==> config.mk <==
export PLATFORM = sky130hd
export DESIGN_NAME = wt_mem_req_arbiter
export DESIGN_NICKNAME = d
export VERILOG_FILES = /design/src/rtl/wt_mem_arb_pkg.sv /design/src/rtl/wt_mem_arb_rr_sel.sv /design/src/rtl/wt_mem_req_arbiter.sv
export SDC_FILE = /design/constraint.sdc
export NUM_CORES = 1
export LEC_CHECK = 0
export CAP_MARGIN = 0
export CORE_AREA = 4 4 259 261
export DETAILED_ROUTE_END_ITERATION = 10
export DIE_AREA = 0 0 263 265
export PLACE_DENSITY = 0.52
export SLEW_MARGIN = 25
export SYNTH_ARGS = -nofsm -noshare
export SYNTH_HDL_FRONTEND = slang
export SYNTH_SLANG_ARGS = --single-unit
==> constraint.sdc <==
create_clock -name clk_i -period 14.65 [get_ports clk_i]
set_input_delay 2.1975 -clock clk_i [delete_from_list [all_inputs] [get_ports clk_i]]
set_output_delay 2.1975 -clock clk_i [all_outputs]
set_load 0.05 [all_outputs]
==> src/rtl/wt_mem_arb_pkg.sv <==
// rtl/wt_mem_arb_pkg.sv - shared types and helpers for the WT memory request arbiter
package wt_mem_arb_pkg;

  localparam int DefNrPorts   = 3;
  localparam int DefAddrWidth = 64;
  localparam int DefDataWidth = 64;
  localparam int DefTidWidth  = 2;

  // Port-index field width; a single requester still gets one bit.
  function automatic int idx_w(input int n);
    return (n > 1) ? $clog2(n) : 1;
  endfunction

  localparam int DefIdxW = idx_w(DefNrPorts);

  typedef enum logic [1:0] {
    RUN   = 2'd0,
    DRAIN = 2'd1,
    DONE  = 2'd2
  } arb_state_e;

  typedef struct packed {
    logic                          we;
    logic [DefAddrWidth-1:0]       addr;
    logic [DefDataWidth-1:0]       wdata;
    logic [DefTidWidth+DefIdxW-1:0] tid;
  } mem_req_t;

  typedef struct packed {
    logic                          we;
    logic [DefTidWidth+DefIdxW-1:0] tid;
    logic [DefDataWidth-1:0]       rdata;
  } mem_rsp_t;

endpackage

==> src/rtl/wt_mem_arb_rr_sel.sv <==
// rtl/wt_mem_arb_rr_sel.sv - masked round-robin selector: first eligible port at or after ptr
module wt_mem_arb_rr_sel
  import wt_mem_arb_pkg::*;
#(
  parameter int NrPorts = 3,
  parameter int IdxW    = idx_w(NrPorts)
) (
  input  logic [NrPorts-1:0] elig_i,
  input  logic [IdxW-1:0]    ptr_i,
  output logic [NrPorts-1:0] gnt_oh_o,
  output logic [IdxW-1:0]    gnt_idx_o,
  output logic               gnt_valid_o
);

  always_comb begin
    int c;
    c           = 0;
    gnt_oh_o    = '0;
    gnt_idx_o   = '0;
    gnt_valid_o = 1'b0;
    for (int i = 0; i < NrPorts; i++) begin
      c = int'(ptr_i) + i;
      if (c >= NrPorts) c = c - NrPorts;
      if (!gnt_valid_o && elig_i[c[IdxW-1:0]]) begin
        gnt_valid_o            = 1'b1;
        gnt_oh_o[c[IdxW-1:0]]  = 1'b1;
        gnt_idx_o              = c[IdxW-1:0];
      end
    end
  end

endmodule

==> src/rtl/wt_mem_req_arbiter.sv <==
// rtl/wt_mem_req_arbiter.sv - shares the WT memory port between requesters
// Registered request slot, outstanding load/store bounds, TID response routing, drain FSM.
module wt_mem_req_arbiter
  import wt_mem_arb_pkg::*;
#(
  parameter int NrPorts      = DefNrPorts,
  parameter int AddrWidth    = DefAddrWidth,
  parameter int DataWidth    = DefDataWidth,
  parameter int TidWidth     = DefTidWidth,
  parameter int MaxOutStores = 7,
  parameter int MaxOutLoads  = 4,
  localparam int IdxW   = idx_w(NrPorts),
  localparam int StCntW = $clog2(MaxOutStores + 1),
  localparam int LdCntW = $clog2(MaxOutLoads + 1)
) (
  input  logic                          clk_i,
  input  logic                          rst_i,
  input  logic [NrPorts-1:0]            req_valid_i,
  output logic [NrPorts-1:0]            req_ready_o,
  input  logic [NrPorts-1:0]            req_we_i,
  input  logic [NrPorts*AddrWidth-1:0]  req_addr_i,
  input  logic [NrPorts*DataWidth-1:0]  req_wdata_i,
  input  logic [NrPorts*TidWidth-1:0]   req_tid_i,
  output logic                          mem_req_valid_o,
  input  logic                          mem_req_ready_i,
  output logic                          mem_req_we_o,
  output logic [AddrWidth-1:0]          mem_req_addr_o,
  output logic [DataWidth-1:0]          mem_req_wdata_o,
  output logic [TidWidth+IdxW-1:0]      mem_req_tid_o,
  input  logic                          mem_rsp_valid_i,
  input  logic                          mem_rsp_we_i,
  input  logic [TidWidth+IdxW-1:0]      mem_rsp_tid_i,
  input  logic [DataWidth-1:0]          mem_rsp_rdata_i,
  output logic [NrPorts-1:0]            rsp_valid_o,
  output logic [TidWidth-1:0]           rsp_tid_o,
  output logic [DataWidth-1:0]          rsp_rdata_o,
  input  logic                          drain_i,
  output logic                          drained_o,
  output logic [StCntW-1:0]             out_stores_o
);

  arb_state_e               state_q, state_d;
  logic [IdxW-1:0]          ptr_q, ptr_d;
  logic                     out_valid_q, out_valid_d;
  logic                     out_we_q, out_we_d;
  logic [AddrWidth-1:0]     out_addr_q, out_addr_d;
  logic [DataWidth-1:0]     out_wdata_q, out_wdata_d;
  logic [TidWidth+IdxW-1:0] out_tid_q, out_tid_d;
  logic [StCntW-1:0]        st_cnt_q, st_cnt_d;
  logic [LdCntW-1:0]        ld_cnt_q, ld_cnt_d;
  logic                     drained_q, drained_d;

  logic [NrPorts-1:0]       elig, sel_oh;
  logic [IdxW-1:0]          sel_idx, rsp_idx;
  logic                     sel_valid, grant, win_we, st_dec, ld_dec, quiet_next;
  logic [AddrWidth-1:0]     win_addr;
  logic [DataWidth-1:0]     win_wdata;
  logic [TidWidth-1:0]      win_tid;

  wt_mem_arb_rr_sel #(.NrPorts(NrPorts), .IdxW(IdxW)) u_rr_sel (
    .elig_i      (elig),
    .ptr_i       (ptr_q),
    .gnt_oh_o    (sel_oh),
    .gnt_idx_o   (sel_idx),
    .gnt_valid_o (sel_valid)
  );

  assign rsp_idx = mem_rsp_tid_i[TidWidth +: IdxW];

  always_comb begin
    for (int p = 0; p < NrPorts; p++) begin
      elig[p] = req_valid_i[p] && (state_q == RUN) &&
                (req_we_i[p] ? (st_cnt_q != StCntW'(MaxOutStores))
                             : (ld_cnt_q != LdCntW'(MaxOutLoads)));
    end

    // The slot can be refilled in the same cycle the downstream takes it.
    grant       = sel_valid && (!out_valid_q || mem_req_ready_i) && !rst_i;
    req_ready_o = grant ? sel_oh : '0;

    win_we    = 1'b0;
    win_addr  = '0;
    win_wdata = '0;
    win_tid   = '0;
    for (int p = 0; p < NrPorts; p++) begin
      if (sel_oh[p]) begin
        win_we    = req_we_i[p];
        win_addr  = req_addr_i[p*AddrWidth +: AddrWidth];
        win_wdata = req_wdata_i[p*DataWidth +: DataWidth];
        win_tid   = req_tid_i[p*TidWidth +: TidWidth];
      end
    end

    out_valid_d = out_valid_q;
    out_we_d    = out_we_q;
    out_addr_d  = out_addr_q;
    out_wdata_d = out_wdata_q;
    out_tid_d   = out_tid_q;
    ptr_d       = ptr_q;
    if (grant) begin
      out_valid_d = 1'b1;
      out_we_d    = win_we;
      out_addr_d  = win_addr;
      out_wdata_d = win_wdata;
      out_tid_d   = {sel_idx, win_tid};
      ptr_d       = (sel_idx == IdxW'(NrPorts - 1)) ? '0 : sel_idx + 1'b1;
    end else if (mem_req_ready_i) begin
      out_valid_d = 1'b0;
    end

    // Stray responses at zero count are ignored so the counters never wrap.
    st_dec   = mem_rsp_valid_i && mem_rsp_we_i && (st_cnt_q != '0);
    ld_dec   = mem_rsp_valid_i && !mem_rsp_we_i && (ld_cnt_q != '0);
    st_cnt_d = st_cnt_q + StCntW'(grant && win_we) - StCntW'(st_dec);
    ld_cnt_d = ld_cnt_q + LdCntW'(grant && !win_we) - LdCntW'(ld_dec);

    for (int p = 0; p < NrPorts; p++) begin
      rsp_valid_o[p] = mem_rsp_valid_i && (rsp_idx == IdxW'(p));
    end
    rsp_tid_o   = mem_rsp_tid_i[TidWidth-1:0];
    rsp_rdata_o = mem_rsp_rdata_i;

    quiet_next = !out_valid_d && (st_cnt_d == '0) && (ld_cnt_d == '0);
    state_d    = state_q;
    case (state_q)
      RUN:     if (drain_i) state_d = DRAIN;
      DRAIN:   if (!drain_i) state_d = RUN;
               else if (quiet_next) state_d = DONE;
      DONE:    if (!drain_i) state_d = RUN;
      default: state_d = RUN;
    endcase
    drained_d = (state_d == DONE);
  end

  always_ff @(posedge clk_i or posedge rst_i) begin
    if (rst_i) begin
      state_q     <= RUN;
      ptr_q       <= '0;
      out_valid_q <= 1'b0;
      out_we_q    <= 1'b0;
      out_addr_q  <= '0;
      out_wdata_q <= '0;
      out_tid_q   <= '0;
      st_cnt_q    <= '0;
      ld_cnt_q    <= '0;
      drained_q   <= 1'b0;
    end else begin
      state_q     <= state_d;
      ptr_q       <= ptr_d;
      out_valid_q <= out_valid_d;
      out_we_q    <= out_we_d;
      out_addr_q  <= out_addr_d;
      out_wdata_q <= out_wdata_d;
      out_tid_q   <= out_tid_d;
      st_cnt_q    <= st_cnt_d;
      ld_cnt_q    <= ld_cnt_d;
      drained_q   <= drained_d;
    end
  end

  assign mem_req_valid_o = out_valid_q;
  assign mem_req_we_o    = out_we_q;
  assign mem_req_addr_o  = out_addr_q;
  assign mem_req_wdata_o = out_wdata_q;
  assign mem_req_tid_o   = out_tid_q;
  assign drained_o       = drained_q;
  assign out_stores_o    = st_cnt_q;

  a_store_ack_underflow: assert property (@(posedge clk_i) disable iff (rst_i)
    (mem_rsp_valid_i && mem_rsp_we_i) |-> (st_cnt_q != '0));
  a_load_rsp_underflow: assert property (@(posedge clk_i) disable iff (rst_i)
    (mem_rsp_valid_i && !mem_rsp_we_i) |-> (ld_cnt_q != '0));
  a_rsp_port_range: assert property (@(posedge clk_i) disable iff (rst_i)
    mem_rsp_valid_i |-> (int'(rsp_idx) < NrPorts));

endmodule
==> metrics.md <==
| Metric | Value |
|---|---|
| Worst Slack Setup Final | `between 6000 and 7000 ps` |
| First-pass DRT Iterations | `5` |
| Crit-path max FO | `41` |
| Total gr overflow | `0` |
| Register-to-Register Path Depth | `16` |
| Status | `finished, final reports clean` |
| Antenna violations before repair | `3` |
| Critical path endpoint category | `output pin` |
| CP Capture Point | `req_ready_o[0]` |
| Root buffer cell | `clkbuf_16` |
| Vert. Die Dim | `265 um` |
| Max Fclk | `122 MHz` |
| Routed met1 length | `approximately 20000 um` |
| Main synth FF type | `dfrtp_1` |
| Worst slew pin tran | `979 ps` |
| Syn Inst Count | `slightly below 1000` |
| DRC errors left | `0` |
| Core area | `64500 um2` |
| Reg2reg start | `ld_cnt_q[1]` |
| Fraction of layout cells with a size suffix above 1 | `a little over an eighth` |
| Share of flip-flops with an asynchronous set or reset | `100%` |
| CP required | `12450 ps` |
| Drt initial violations | `just over 1000` |
| DIE WIDTH | `about 260 um` |
| RSZ-0062 raised after global routing | `no` |
| Overall global routing resource usage | `between 10% and 20%` |
| Num ports | `680` |
| Gpl congestion | `around 0.82` |
| Hold-fix buffers, CTS | `0` |
| Site Rows | `slightly above 90` |
| Fillcell total | `6872` |
| Final HPWL DP | `around 34000 um` |
| # H-tree levels | `4` |
| Max-slew violations | `0` |
| Fin. Hold Viols | `0` |
| Synth area leader | `dfrtp_1` |
| Full die area | `around 70000 um2` |
| Vias | `roughly 11000` |
| Clock transition at the registers of the reported paths | `around 70 ps` |
| # nets final | `1853` |
| Yosys cell types | `just over 50` |
| Warnings from Yosys | `0` |
| CP startpoint | `req_we_i[2]` |
| Clock buffer count from CTS | `17` |
| Sequential fraction of the synthesis area | `between 30% and 40%` |
| Max Cap Violations | `0` |
| Wire length on met3 | `between 3000 and 4000 um` |
| Netlist Area Pre-Place | `9510 um2` |
| Most frequent cells in the layout | `clkdlybuf4s50_1, dfrtp_1, nand3_1` |
| R2R setup slack | `slightly above 9000 ps` |
| Routed WL | `49100 um` |
| P_leak | `approximately 5.6 nW` |
| Synth Area per Inst | `between 9 and 10 um2` |
| Setup bufs post-CTS | `0` |
| Via count of the first global-routing pass | `11047` |
| CTS tree | `done` |
| Final period util | `between 50 and 60%` |
| Port bufs | `between 500 and 600` |
| VDD IR max | `between 90 and 100 uV` |
| Worst r2r dst | `state_q[1]` |
| Final TNS setup | `0 ps` |
| Place WS | `6480 ps` |
| Post-route insts no fill | `~2200` |
| Area contributors post-synth | `dfrtp_1, o221a_2, o2111ai_1` |
| Crit path time final | `8200 ps` |
| Final setup violation count | `0` |
| Arr. time, crit path | `between 6000 and 7000 ps` |
| Met2 wire len | `about 24000 um` |
| Largest net degree at the start of global routing | `approximately 180` |
| Initial Util | `around 15%` |
| First-pass GRT wire length | `a little over 70000 um` |
| WS Path Type | `in2out` |
| Post-synth EDFFs | `0` |
| Placed Cells | `between 2000 and 2500` |
| Max_slew headroom | `a little over a third` |
| Max Used Layer | `met5` |
| Worst-case clock skew | `around 13 ps` |
| Tightest Hold Check Type | `reg2reg` |
| Cell Pwr Density | `234 nW/um2` |
| Yosys reg bits | `approximately 150` |
| Area delta synth->final | `65.5%` |
| CTS Sinks | `around 150` |
| Worst skew pair latency | `470 ps` |
| Syn Nets | `around 1500` |
| # resized after CTS | `0` |
| Clk buf depth | `2` |
| Critical path startpoint category | `input port` |
| Avg WL per Cell | `between 20 and 25 um` |
| Most common cell after layout, fill and taps aside | `clkdlybuf4s50_1` |
| Yosys top cell area share | `a little under two fifths` |
| Antenna-violating nets left | `0` |
| Via density | `between 4 and 5` |
## power breakdown
group | total [mW] | switching [mW] | internal, mW
registers | 0.754 | 0.135 | 0.618
clock network | 0.448 | 0.194 | 0.254
logic | 2.49 | 1.54 | 0.945
total | 3.69 | 1.87 | 1.82
## worst min-delay path by stage
stage                                start               end  slack [ps]  cells past startpoint
after floorplan                   ptr_q[1]          ptr_q[1]         500                      1
after global placement    mem_req_tid_o[2]  mem_req_tid_o[2]         460                      1
after detailed placement  mem_req_tid_o[3]  mem_req_tid_o[3]         480                      2
after CTS                 mem_req_tid_o[3]  mem_req_tid_o[3]         490                      2
after global routing      mem_req_tid_o[2]  mem_req_tid_o[2]         520                      1
final                     mem_req_tid_o[3]  mem_req_tid_o[3]         480                      2
## per-stage QoR
stage / utilization, % / power, mW / cell area [um2] / hold slack (ps)
2_1_floorplan: - / 2.46 / 9510 / 501
3_3_place_gp: 23.5 / 3.25 / 15200 / 465
3_5_place_dp: 23.5 / 3.26 / 15200 / 476
4_1_cts: 24.4 / 3.74 / 15700 / 491
5_1_grt: 24.4 / 3.90 / 15700 / 524
6_report: 24.4 / 3.69 / 15700 / 485
## state kept, by name (all words and copies together) (netlist names)
name             cells
state_q              2
drained_o            1
mem_req_valid_o      1
mem_req_we_o         1
mem_req_addr_o      64
out_stores_o         3
mem_req_tid_o        4
ld_cnt_q             3
mem_req_wdata_o     64
ptr_q                2
## layer usage
layer	vias up	track usage [%]
li1	4730	-
met1	5181	15.8
met2	510	22.2
met3	106	4.46
met4	4	6.27
met5	-	0
## synth_stat cells (3+ instances only)
master     instances
a21oi_1            4
and3_1             3
buf_1              3
buf_2             32
buf_4             81
clkbuf_1          85
dfrtp_1          145
ha_1               8
inv_1             14
nand2_1            9
nand2b_1           5
nand3_1          137
nand4_1            5
nor2_1             9
nor3_1             4
o2111ai_1        130
o211ai_1           5
o21ai_0          136
o221a_2          131
or3_1              3
or4b_1             3
xnor2_1            4
## critical path, cell delays in order
cell and delay (ps):
clkdlybuf4s50_1 480, or4b_1 580, and4_1 320, nor4_1 770
or3_1 260, a221oi_4 70, buf_4 310, nor2_1 170
clkdlybuf4s50_1 820
## cell families (layout without fill, tap and decap cells)
kind of cell	count (synthesis)	after routing	share of synthesized area (%)
flip-flops	145	145	38.1
other	0	1	0
XOR/XNOR	4	4	0.368
adder cells (fa/ha/maj)	11	11	1.58
AO/OA/AOI/OAI	421	421	36.6
AND/OR/NAND/NOR	196	196	11.2
buffers and inverters	215	608	12.1
## area by class of cell
cell class                      instances  area (um2)  area share, %
Clock inverter                          9         109          0.691
Sequential cell                       145        3630           23.0
Timing Repair Buffer                  563        5620           35.7
Tap cell                              855        1070           6.79
Antenna cell                            1        2.50         0.0159
Inverter                               14        57.6          0.366
Multi-Input combinational cell        632        4800           30.5
Clock buffer                           22         454           2.88
(Power assumes the default switching activity.)
